$ cat src/rtl/adc_rng_word_fifo.sv
// Multi-channel ADC RNG bit packer feeding a round-robin arbitrated, channel-tagged word FIFO.
// Optional build macro ADC_RNG_VN_DEBIAS_EN adds a per-channel von Neumann corrector ahead of each packer.
module adc_rng_word_fifo #(
  parameter int WORD_W     = 10,
  parameter int FIFO_DEPTH = 4,
  parameter int NUM_CH     = 2,
  localparam int CH_W      = (NUM_CH > 1) ? $clog2(NUM_CH) : 1,
  localparam int LVL_W     = $clog2(FIFO_DEPTH) + 1
) (
  input  logic               clk,
  input  logic               rst,
  input  logic               flush,
  input  logic [NUM_CH-1:0]  bit_valid,
  input  logic [NUM_CH-1:0]  bit_data,
  output logic [NUM_CH-1:0]  bit_ready,
  output logic               out_valid,
  input  logic               out_ready,
  output logic [WORD_W-1:0]  out_word,
  output logic [CH_W-1:0]    out_ch,
  output logic               full,
  output logic               empty,
  output logic [LVL_W-1:0]   level
);

  localparam int CNT_W = $clog2(WORD_W + 1);
  localparam int AW    = $clog2(FIFO_DEPTH);

  logic                     clr;
  logic [NUM_CH-1:0]        vld_p1;
  logic [NUM_CH-1:0]        gnt;
  logic [NUM_CH*WORD_W-1:0] words_flat;
  logic                     any_done;
  logic [CH_W-1:0]          gnt_ch;
  logic [CH_W-1:0]          cand;
  logic [CH_W-1:0]          rr_ptr;
  logic                     push_ok;
  logic                     push;
  logic                     pop;
  logic [WORD_W-1:0]        gnt_word;

  assign clr = rst | flush;

  // Stage p0: per-channel bit packing; p1: registered word-complete flag
  for (genvar g = 0; g < NUM_CH; g++) begin : g_ch
    logic [CNT_W-1:0]  cnt_p0;
    logic [WORD_W-1:0] word_p0;
    logic              done_p1;
    logic              take;
    logic              emit;
    logic              emit_bit;

    assign bit_ready[g] = (cnt_p0 != CNT_W'(WORD_W));
    assign take         = bit_valid[g] & bit_ready[g];

`ifdef ADC_RNG_VN_DEBIAS_EN
    logic pair_have;
    logic pair_bit;

    // A differing pair emits its first bit: 01 -> 0, 10 -> 1
    assign emit     = take & pair_have & (pair_bit != bit_data[g]);
    assign emit_bit = pair_bit;

    always_ff @(posedge clk) begin
      if (clr)       pair_have <= 1'b0;
      else if (take) pair_have <= ~pair_have;
    end

    always_ff @(posedge clk) begin
      if (take & ~pair_have) pair_bit <= bit_data[g];
    end
`else
    assign emit     = take;
    assign emit_bit = bit_data[g];
`endif

    always_ff @(posedge clk) begin
      if (clr || gnt[g]) begin
        cnt_p0  <= '0;
        done_p1 <= 1'b0;
      end else begin
        if (emit) cnt_p0 <= cnt_p0 + 1'b1;
        if (cnt_p0 == CNT_W'(WORD_W)) done_p1 <= 1'b1;
      end
    end

    always_ff @(posedge clk) begin
      if (emit) word_p0[cnt_p0] <= emit_bit;
    end

    assign vld_p1[g]                      = done_p1;
    assign words_flat[g*WORD_W +: WORD_W] = word_p0;
  end

  // Stage p2: round-robin grant and push into the FIFO
  always_comb begin
    any_done = 1'b0;
    gnt_ch   = '0;
    cand     = '0;
    for (int i = 0; i < NUM_CH; i++) begin
      if (int'(rr_ptr) + i >= NUM_CH) cand = CH_W'(int'(rr_ptr) + i - NUM_CH);
      else                            cand = CH_W'(int'(rr_ptr) + i);
      if (!any_done && vld_p1[cand]) begin
        any_done = 1'b1;
        gnt_ch   = cand;
      end
    end
  end

  assign pop      = out_valid & out_ready;
  assign push_ok  = ~full | pop;
  assign push     = any_done & push_ok;
  assign gnt      = push ? (NUM_CH'(1) << gnt_ch) : '0;
  assign gnt_word = words_flat[int'(gnt_ch)*WORD_W +: WORD_W];

  always_ff @(posedge clk) begin
    if (clr) begin
      rr_ptr <= '0;
    end else if (push) begin
      rr_ptr <= (gnt_ch == CH_W'(NUM_CH - 1)) ? '0 : gnt_ch + 1'b1;
    end
  end

  logic [CH_W+WORD_W-1:0] mem [FIFO_DEPTH];
  logic [AW-1:0]          wr_ptr;
  logic [AW-1:0]          rd_ptr;
  logic [LVL_W-1:0]       level_r;

  always_ff @(posedge clk) begin
    if (push) mem[wr_ptr] <= {gnt_ch, gnt_word};
  end

  always_ff @(posedge clk) begin
    if (clr) begin
      wr_ptr  <= '0;
      rd_ptr  <= '0;
      level_r <= '0;
    end else begin
      if (push) wr_ptr <= wr_ptr + 1'b1;
      if (pop)  rd_ptr <= rd_ptr + 1'b1;
      case ({push, pop})
        2'b10:   level_r <= level_r + 1'b1;
        2'b01:   level_r <= level_r - 1'b1;
        default: level_r <= level_r;
      endcase
    end
  end

  assign level     = level_r;
  assign empty     = (level_r == '0);
  assign full      = (level_r == LVL_W'(FIFO_DEPTH));
  assign out_valid = ~empty;
  // Head entry is masked so stale memory never shows while empty
  assign out_word  = empty ? '0 : mem[rd_ptr][WORD_W-1:0];
  assign out_ch    = empty ? '0 : mem[rd_ptr][CH_W+WORD_W-1:WORD_W];

endmodule
$ cat config.mk
export PLATFORM = sky130hd
export DESIGN_NAME = adc_rng_word_fifo
export DESIGN_NICKNAME = d
export VERILOG_FILES = /design/src/rtl/adc_rng_word_fifo.sv
export SDC_FILE = /design/constraint.sdc
export NUM_CORES = 1
export LEC_CHECK = 0
export CORE_MARGIN = 5
export CORE_UTILIZATION = 50
export CTS_CLUSTER_SIZE = 10
export DETAILED_ROUTE_END_ITERATION = 8
export DONT_BUFFER_PORTS = 1
export GPL_ROUTABILITY_DRIVEN = 0
export GPL_TIMING_DRIVEN = 1
export HOLD_SLACK_MARGIN = 0.06
export PLACE_DENSITY = 0.68
export SYNTH_ARGS = -nofsm -noshare
export SYNTH_HDL_FRONTEND = slang
export SYNTH_SLANG_ARGS = --single-unit
$ cat constraint.sdc
create_clock -name clk -period 1.8 [get_ports clk]
set_clock_uncertainty 0.1 [all_clocks]
set_input_delay 0.18 -clock clk [delete_from_list [all_inputs] [get_ports clk]]
set_output_delay 0.18 -clock clk [all_outputs]
set_load 0.005 [all_outputs]
==> results_dict.tcl <==
set metrics [dict create \
    drt_first_pass_iters 4 \
    postSynthNetCount 285 \
    synth-edff-count 64 \
    p_leak_nw 1.47 \
    num_vias 2115 \
    io_buffer_count 0 \
    clock_path_buffers 2 \
    grt_pass1_vias 2125 \
    critical_path.max_stage_delay_ns 0.50 \
    final_area_mm2 0.00431 \
    grt_use_total 0.161 \
    critPathSlowestCell "mux4_2" \
    dp_slack_ns -0.0204 \
    drive_gt1_frac 0.296 \
    cts_made_buffers 9 \
    drtIter0Drc 95 \
    cts_setup_buffers 0 \
    die_area_mm2 0.00919 \
    synth_top_cell_by_area "edfxtp_1" \
    netlist_area_mm2 0.00369 \
    fmax_mhz 544 \
    synth_flop_cell "edfxtp_1" \
    place_area_mm2 0.00393 \
    setup_slack_ns -0.0395 \
    critPathMaxFanout 6 \
    status "finished with violations" \
    grt_max_degree 16 \
    cp.required_ns 1.52 \
    grt.overflow.total 0 \
    via_per_inst 5.29 \
    worstPathArrival_ns 1.56 \
    htree_levels 3 \
    ys_top_cells_by_area "edfxtp_1, dfxtp_1, mux4_2, ha_1, mux2_2" \
    synth_cell_type_count 44 \
    cap_violations 0 \
    clkLatencyLatePin_ns 0.35 \
    crit_buf_inv 1 \
    async_reset_ff_frac 0 \
    hold_viol 0 \
    grt_setup_unrepaired "true" \
    power.density_mw_per_mm2 820 \
    crit_path_start_kind "flip-flop" \
    ir_drop_uv 451 \
    yosysSeqAreaShare 0.630 \
    syn_inst 264 \
    ant_nets 0 \
    grt_pass1_wl_um 10800 \
    nets 317 \
    ys_ff_latch 84 \
    yosys_warnings 0 \
    area_growth_pct 16.9 \
    end_kind "primary output" \
    tns_ns -0.205 \
    slew_viol_final 0 \
    critical_path_class "flip-flop to primary output" \
    rows 31 \
    drt-total-wl_um 6450 \
    antenna_found_initial 0 \
    timing.final.crit_share 1.02 \
    cts_tree "built" \
    relSlewSlack 0.576 \
    cts.sinks 84 \
    crit_path_cell_trace "buf_12 > mux4_2 > and2_4" \
    hold_path_class "input port to flip-flop" \
    finalNonFillerCells 400 \
    worstMarginPinSlew_ns 0.629 \
    dp.cells 373 \
    antennaDiodeCount 0 \
    die_width_um 95.9 \
    clockRootBuffer "clkbuf_8" \
    post-route-min-period_ns 1.84 \
    whs_ns 0.139 \
    num_io_pins 27 \
    start_util 0.511 \
    die_h_um 95.9 \
    yosysTopAreaCellShare 0.521 \
    hpwl_um 4340 \
    fp.coreArea_mm2 0.00721 \
    clk_pin_slew_ns 0.08 \
    syn_avg_cell_area_um2 14.0 \
    setup_viol 11 \
    violations "negative setup slack" \
    post_drt_wl_per_cell_um 16.1 \
    drc_errors 0 \
    path_delay_family "multiplexers" \
]
cell type report:
type                            count  area [µm²]
Inverter                           13        48.8
Sequential cell                    84        2330
Timing Repair Buffer               33         308
Tap cell                           99         124
Multi-Input combinational cell    155        1290
Clock inverter                      5        57.6
Fill cell                         580        2900
Clock buffer                       11         153
power breakdown:
part / switching (W) / leakage, nW / internal (W) / total [W]
registers: 0.00000277 / 0.736 / 0.00207 / 0.00207
clock network: 0.000658 / 0.109 / 0.000729 / 0.00139
logic: 0.0000447 / 0.623 / 0.0000317 / 0.0000765
total: 0.000705 / 1.47 / 0.00283 / 0.00354
repair_timing:
action,in CTS,in global routing
resized for setup,15,4
cloned,1,0
hold buffers,10,0
pin swaps,0,0
endpoints found under the setup margin,13,46
endpoints found under the hold margin,52,0
sequential cells by signal, summed over array words and instances, names as in the netlist, named ones only:
register      count
g_ch.cnt_p0       8
g_ch.done_p1      2
g_ch.word_p0     20
level             3
mem              44
rd_ptr            2
rr_ptr            1
wr_ptr            2
logic make-up after synthesis:
| kind of cell | synth area share |
|---|---|
| AOI/OAI and AO/OA | 0.0468 |
| xor gates and xnor gates | 0.0190 |
| adders and majority gates | 0.0461 |
| buffers and inverters | 0.0312 |
| DFF | 0.630 |
| muxes | 0.0977 |
| and+or+nand+nor | 0.129 |
Yosys cell counts (2+ instances only):
cell,number
a211oi_1,2
a21o_1,2
a21oi_1,7
and2_1,15
buf_2,2
buf_6,2
clkbuf_1,6
dfxtp_1,20
edfxtp_1,64
ha_1,12
inv_1,13
mux2_2,10
mux4_2,11
nand2_1,17
nand2b_1,2
nand3_1,7
nand3b_1,2
nand4_1,2
nor2_1,24
nor3_1,8
o21ai_0,3
o221ai_1,2
or3_1,3
or3b_2,2
xnor2_1,4
xor2_1,4
per-stage QoR:
step / power [W] / util
6_report: 0.00354 / 0.598
2_1_floorplan: 0.00216 / -
5_1_grt: 0.00370 / 0.598
3_5_place_dp: 0.00217 / 0.545
4_1_cts: 0.00356 / 0.597
3_3_place_gp: 0.00217 / 0.545
worst paths after layout:
check             cells past startpoint  slack, ns                      startpoint                             end
setup reg to reg                      6       0.01    g_ch[1].done_p1$_SDFFE_PP0P_           level[2]$_SDFFE_PP0P_
setup / recovery                      3      -0.04                       flip-flop                     out_word[2]
hold / removal                        3       0.14                           flush    g_ch[1].done_p1$_SDFFE_PP0P_
hold reg to reg                       2       0.42  g_ch[0].cnt_p0[1]$_SDFFE_PP0P_  g_ch[0].cnt_p0[1]$_SDFFE_PP0P_
cell usage in the layout (no fill, tap or decap), drive strengths merged, types with 3 or more instances in the layout:
master       instances
edfxtp              64
nor2                26
dlygate4sd3          9
a211oi               3
dfxtp               20
o21ai                4
clkinv               3
buf                 23
clkbuf              11
mux2                10
and2                15
inv                 14
a21oi                7
xor2                 4
nand2               17
ha                  12
or3                  3
mux4                11
nor3                 8
xnor2                4
nand3                8
per-layer routing:
metal / global-route usage / up-vias / wire [µm] / part of all wire
met1: 0.210 / 1038 / 2880 / 0.45
met2: 0.254 / 43 / 3170 / 0.49
met5: 0 / - / 0 / 0
li1: - / 1025 / - / -
met4: 0.0675 / 0 / 109 / 0.017
met3: 0.0422 / 9 / 287 / 0.045
worst reg2reg max path: cells and delay by family (launching register included):
kind	cells	cell delay (ns)
adder cells (fa/ha/maj)	1	0.35
AND/OR/NAND/NOR	3	0.64
AO/OA/AOI/OAI	2	0.26
flip-flops	1	0.34
Note: power is estimated with default switching activity, not from simulation.
